**src/rtl/blake_msg_padder.sv**
```systemverilog
// BLAKE-256 message padder: turns a big-endian halfword stream into padded 32-halfword
// blocks on the core's init/load interface, with per-block bit counter and block handshake.
module blake_msg_padder #(
    parameter int INIT_GAP = 2,
    parameter int LEN_W    = 64
) (
    input  logic        clk,
    input  logic        rst_n,
    input  logic        msg_start,
    input  logic        in_valid,
    output logic        in_ready,
    input  logic [15:0] in_data,
    input  logic [1:0]  in_nbytes,
    input  logic        in_last,
    output logic        out_init,
    output logic        out_load,
    output logic [15:0] out_data,
    input  logic        blk_ack,
    output logic [63:0] blk_counter,
    output logic        blk_final,
    output logic        msg_done,
    output logic        busy,
    output logic        err
);

    typedef enum logic [2:0] {
        IDLE,
        INIT,
        DATA,
        PAD,
        LEN,
        WAIT_ACK
    } state_t;

    state_t           state_q, state_d;
    logic [5:0]       w_q, w_d;
    logic [3:0]       gap_q, gap_d;
    logic [LEN_W-1:0] len_q, len_d;
    logic             pad_q, pad_d;
    logic             ended_q, ended_d;
    logic             out_init_q, out_init_d;
    logic             out_load_q, out_load_d;
    logic [15:0]      out_data_q, out_data_d;
    logic [63:0]      blk_counter_q, blk_counter_d;
    logic             blk_final_q, blk_final_d;
    logic             msg_done_q, msg_done_d;
    logic             err_q, err_d;

    logic [1:0]       nb;
    logic             last_eff;
    logic [5:0]       w_next;
    logic [LEN_W:0]   len_sum;
    logic [63:0]      len_ext;

    // A short word without in_last is still closed out as the final word.
    assign nb       = in_nbytes[1] ? 2'd2 : {1'b0, in_nbytes[0]};
    assign last_eff = in_last | ~in_nbytes[1];
    assign w_next   = (nb == 2'd0) ? w_q : w_q + 6'd1;
    assign len_sum  = {1'b0, len_q} + {{(LEN_W-4){1'b0}}, nb, 3'b000};
    assign len_ext  = 64'(len_q);

    always_comb begin
        state_d       = state_q;
        w_d           = w_q;
        gap_d         = gap_q;
        len_d         = len_q;
        pad_d         = pad_q;
        ended_d       = ended_q;
        out_init_d    = 1'b0;
        out_load_d    = 1'b0;
        out_data_d    = 16'h0000;
        blk_counter_d = blk_counter_q;
        blk_final_d   = blk_final_q;
        msg_done_d    = 1'b0;
        err_d         = err_q;

        if (msg_start && state_q != IDLE) begin
            err_d = 1'b1;
        end

        case (state_q)
            IDLE: begin
                if (msg_start) begin
                    out_init_d    = 1'b1;
                    len_d         = '0;
                    err_d         = 1'b0;
                    pad_d         = 1'b0;
                    ended_d       = 1'b0;
                    w_d           = 6'd0;
                    gap_d         = 4'd0;
                    blk_counter_d = 64'd0;
                    blk_final_d   = 1'b0;
                    state_d       = INIT;
                end
            end
            INIT: begin
                if (gap_q == 4'(INIT_GAP - 1)) begin
                    w_d     = 6'd0;
                    state_d = DATA;
                end else begin
                    gap_d = gap_q + 4'd1;
                end
            end
            DATA: begin
                if (in_valid) begin
                    len_d = len_sum[LEN_W-1:0];
                    w_d   = w_next;
                    if (len_sum[LEN_W] || (!in_last && !in_nbytes[1])) begin
                        err_d = 1'b1;
                    end
                    if (nb != 2'd0) begin
                        blk_counter_d = 64'(len_sum[LEN_W-1:0]);
                        out_load_d    = 1'b1;
                        out_data_d    = in_data;
                    end
                    if (!last_eff) begin
                        if (w_q == 6'd31) begin
                            state_d = WAIT_ACK;
                        end
                    end else begin
                        ended_d = 1'b1;
                        pad_d   = (nb != 2'd1);
                        if (nb == 2'd1) begin
                            out_data_d = {in_data[15:8], (w_q == 6'd27) ? 8'h81 : 8'h80};
                        end
                        // Pad byte landing on byte 55 merges with the 0x01 marker.
                        if (nb == 2'd1 && w_q == 6'd27) begin
                            blk_final_d = 1'b1;
                            state_d     = LEN;
                        end else if (w_next == 6'd32) begin
                            state_d = WAIT_ACK;
                        end else begin
                            blk_final_d = (w_next < 6'd28);
                            state_d     = PAD;
                        end
                    end
                end
            end
            PAD: begin
                out_load_d = 1'b1;
                pad_d      = 1'b0;
                w_d        = w_q + 6'd1;
                if (w_q == 6'd27) begin
                    out_data_d = {pad_q ? 8'h80 : 8'h00, 8'h01};
                    state_d    = LEN;
                end else begin
                    out_data_d = pad_q ? 16'h8000 : 16'h0000;
                    if (w_q == 6'd31) begin
                        state_d = WAIT_ACK;
                    end
                end
            end
            LEN: begin
                out_load_d = 1'b1;
                w_d        = w_q + 6'd1;
                case (w_q[1:0])
                    2'd0:    out_data_d = len_ext[63:48];
                    2'd1:    out_data_d = len_ext[47:32];
                    2'd2:    out_data_d = len_ext[31:16];
                    default: out_data_d = len_ext[15:0];
                endcase
                if (w_q == 6'd31) begin
                    state_d = WAIT_ACK;
                end
            end
            WAIT_ACK: begin
                if (blk_ack) begin
                    w_d           = 6'd0;
                    blk_counter_d = 64'd0;
                    if (blk_final_q) begin
                        msg_done_d  = 1'b1;
                        blk_final_d = 1'b0;
                        state_d     = IDLE;
                    end else if (ended_q) begin
                        blk_final_d = 1'b1;
                        state_d     = PAD;
                    end else begin
                        state_d = DATA;
                    end
                end
            end
            default: state_d = IDLE;
        endcase
    end

    always_ff @(posedge clk or negedge rst_n) begin
        if (!rst_n) begin
            state_q       <= IDLE;
            w_q           <= 6'd0;
            gap_q         <= 4'd0;
            len_q         <= '0;
            pad_q         <= 1'b0;
            ended_q       <= 1'b0;
            out_init_q    <= 1'b0;
            out_load_q    <= 1'b0;
            out_data_q    <= 16'h0000;
            blk_counter_q <= 64'd0;
            blk_final_q   <= 1'b0;
            msg_done_q    <= 1'b0;
            err_q         <= 1'b0;
        end else begin
            state_q       <= state_d;
            w_q           <= w_d;
            gap_q         <= gap_d;
            len_q         <= len_d;
            pad_q         <= pad_d;
            ended_q       <= ended_d;
            out_init_q    <= out_init_d;
            out_load_q    <= out_load_d;
            out_data_q    <= out_data_d;
            blk_counter_q <= blk_counter_d;
            blk_final_q   <= blk_final_d;
            msg_done_q    <= msg_done_d;
            err_q         <= err_d;
        end
    end

    assign in_ready    = (state_q == DATA);
    assign busy        = (state_q != IDLE);
    assign out_init    = out_init_q;
    assign out_load    = out_load_q;
    assign out_data    = out_data_q;
    assign blk_counter = blk_counter_q;
    assign blk_final   = blk_final_q;
    assign msg_done    = msg_done_q;
    assign err         = err_q;

endmodule

```
**config.mk**
```make
export PLATFORM = sky130hd
export DESIGN_NAME = blake_msg_padder
export DESIGN_NICKNAME = d
export VERILOG_FILES = /design/src/rtl/blake_msg_padder.sv
export SDC_FILE = /design/constraint.sdc
export NUM_CORES = 1
export LEC_CHECK = 0
export CAP_MARGIN = 10
export CORE_ASPECT_RATIO = 0.9
export CORE_UTILIZATION = 40
export DETAILED_ROUTE_END_ITERATION = 7
export MAX_ROUTING_LAYER = met4
export PLACE_DENSITY = 0.64
export SETUP_SLACK_MARGIN = 0.15
export SKIP_CTS_REPAIR_TIMING = 1
export SYNTH_ARGS = -nofsm -noshare
export SYNTH_HDL_FRONTEND = slang
export SYNTH_SLANG_ARGS = --single-unit
```
**constraint.sdc**
```tcl
create_clock -name clk -period 2.4 [get_ports clk]
set_clock_uncertainty 0.15 [all_clocks]
set_input_delay 0.24 -clock clk [delete_from_list [all_inputs] [get_ports clk]]
set_output_delay 0.24 -clock clk [all_outputs]
set_load 0.005 [all_outputs]
```
==> run_results.csv <==
group,metric,value,unit
status,status,"finished, violations left",
status,violations,"DRC, setup timing",
clocking,cts_buffer_depth,2,
sta,min_period,2476,ps
final_layout,layout.cells.non_filler,1514,
final_layout,syn2layout_area_growth,44.03,%
place,post-place-ws,-694.5,ps
final_layout,fin_area,12740,µm²
yosys,ys_seq_area_frac,0.4499,
clocking,clkTransAtPathRegs,70,ps
yosys,syn_area,8843,µm²
place,dp_cells,1448,
route,wl,29560,µm
yosys,netlist_top_cells_area,"dfrtp_1 (45%), o21ai_0 (6.7%), nand2_1 (5.6%), o31ai_1 (4.0%), xor2_1 (3.6%)",
die,rows,51,
sta,fin_crit_sh,1.032,
grt,grt_pass1_vias,8022,
worst_setup_path,crit_path_max_fanout,4,
pwr,peakVddDrop,0.6530,mV
yosys,synth_edf_count,0,
place,io_buffers,110,
worst_setup_path,cp.required,2610,ps
pwr,p_per_area,754.8,nW/µm²
grt,grt_use_met3,0.05344,
die,die_area,22710,µm²
clocking,cts_num_sinks,159,
route,vias,8797,
grt,gr-max-usage-layer,"met2",
route,antenna_left,0,
die,initial_core_util,0.4088,
sta,slew_headroom,0.4548,
yosys,async_flop_share,1.000,
yosys,synth_top_flop_cell,"dfrtp_1",
final_layout,layout_commonest_cell,"dfrtp_1",
grt,grt_util_all_layers,0.2605,
grt,grt_antenna_before_repair,0,
die,die_x,158.7,µm
yosys,ys_types,63,
yosys,syn_avg_cell_area,8.879,µm²
sta,setup_ws,-76.11,ps
clocking,cts_htree_levels,4,
grt,met2_usage,0.3770,
yosys,synthesis.nets,1029,
clocking,root_buffer,"clkbuf_16",
route,drc,8,
worst_setup_path,startpoint_type,"flip-flop",
route,viasPerCell,5.810,
route,wl_per_cell,19.52,µm
sta,worst_pin_slew,817.8,ps
yosys,yosys.area.top_type,"dfrtp_1",
yosys,synth_top_area_share,0.4499,
worst_hold_path,min_path_type,"primary input to async pin",
sta,whs,186.0,ps
final_layout,utilization,0.5888,
worst_setup_path,criticalPathCategory,"flip-flop to flip-flop",
final_layout,drive_gt1_frac,0.2617,
die,core-area,21630,µm²
sta,rsz0062_at_grt,"true",
final_layout,most-common-layout-cells,"dfrtp_1 (158), buf_4 (133), nand2_1 (124)",
clocking,clock_latency,440,ps
clocking,cts_buffers,17,
run,max_cap_viol_count,0,
grt,use_met1,0.3675,
pwr,p_leak,5.313,nW
sta,slew_viol_final,0,
grt,grt_overflow,0,
route,drt_iter0_markers,1091,
die,die_h,143.1,µm
sta,hold_viol_final,0,
final_layout,n_antenna_cell,0,
worst_setup_path,critPathArrivalTime,2690,ps
worst_setup_path,setup.worst_path.end_class,"flip-flop",
yosys,syn_inst,996,
worst_setup_path,rr_worst_depth,9,
yosys,ys_seq_elements,159,
place,place_area,11120,µm²
grt,grt_max_degree,65,
die,ios,111,
place,gp_congestion,0.9215,
place,place_hpwl,19430,µm
route,drt_pass1_iterations,8,
clocking,cts_tree,"yes",
grt,grt_pass1_wl,44830,µm
sta,fmax,0.4039,GHz
sta,setup_violations,9,
final_layout,layout.nets,1245,
yosys,yosys_warnings,0,
[registers in the layout, summed over array words and instances (netlist names)]
register,flops
blk_counter,62
blk_final,1
ended_q,1
err,1
gap_q,4
len_ext,61
msg_done,1
out_data,16
out_init,1
out_load,1
pad_q,1
state_q,3
w_q,6
[stage by stage]
step                      total power [mW]  TNS [ps]
after floorplan                      5.066     -2667
after global placement               6.439    -39130
after detailed placement             6.465    -43500
after CTS                            9.122     -5205
after global routing                 10.12     -2543
final                                9.614    -261.1
[per-layer routing]
layer / up-vias / part of all wire / routed length, µm
met5: - / 0 / 0
met4: 0 / 0.027 / 784
met3: 76 / 0.080 / 2357
met2: 429 / 0.44 / 12960
met1: 4263 / 0.46 / 13460
li1: 4029 / - / -
[cell usage after synthesis, drive strengths merged, types with 2 or more instances]
master,n
clkbuf,49
o21ai,119
o41ai,2
a211o,3
o31ai,47
nand3,36
buf,39
a31o,5
a22oi,2
nor4,7
nand2,133
nand2b,4
ha,8
and2,15
inv,28
nor4bb,2
nand3b,3
and4,9
mux2i,3
dfrtp,159
a31oi,15
a21oi,58
a41oi,4
nand4b,2
or3,19
and3,11
o211ai,4
o22ai,6
a311oi,2
nor2,49
xor2,36
and3b,2
xnor2,25
nand4,33
nor3,10
a21o,5
a22o,2
o32a,2
o2111ai,2
a222oi,16
nor4b,3
nor2b,5
[logic make-up (layout without fill, tap and decap cells)]
logic type               Yosys count  count (layout)  share of synthesized area
flip-flops                       159             159                     0.4499
buffers and inverters            116             343                    0.05872
multiplexers                       3               3                   0.003396
adder cells (fa/ha/maj)            9               9                    0.01358
AO/OA/AOI/OAI                    300             300                     0.2098
XOR/XNOR                          61              61                    0.06041
AND/OR/NAND/NOR                  348             348                     0.2042
[worst max-delay path, stage by stage (launching register included)]
cell and delay (ps):
dfrtp_1 430, ha_1 300, a21o_1 210, buf_4 140
nand4_1 220, buf_4 230, nor2_4 160, nand4_1 170
or3_1 330, o21ai_1 70
[final timing paths]
check                                 from               to  slack, ps
min reg2reg                blk_counter[46]  blk_counter[46]        330
max in group asynchronous            rst_n           w_q[0]       1190
min                                  rst_n  blk_counter[23]        190
max reg2reg                     len_ext[4]      len_ext[26]        -80
min in group clk                in_data[2]      out_data[2]        210
max                             len_ext[4]      len_ext[26]        -80
[cell type report]
cell class	instances	area, µm²
multi-input combinational	721	5026
timing repair buffer	285	2706
fill	1836	8895
inverter	28	107.6
sequential	159	3980
clock inverter	11	120.1
clock buffer	19	432.9
tap	291	364.1
[power breakdown]
group,internal [mW],switching (mW),total [mW]
Clock,1.51,1.14,2.65
Sequential,2.98,0.231,3.21
Combinational,1.54,2.22,3.75
Note: power is estimated with default switching activity, not from simulation.
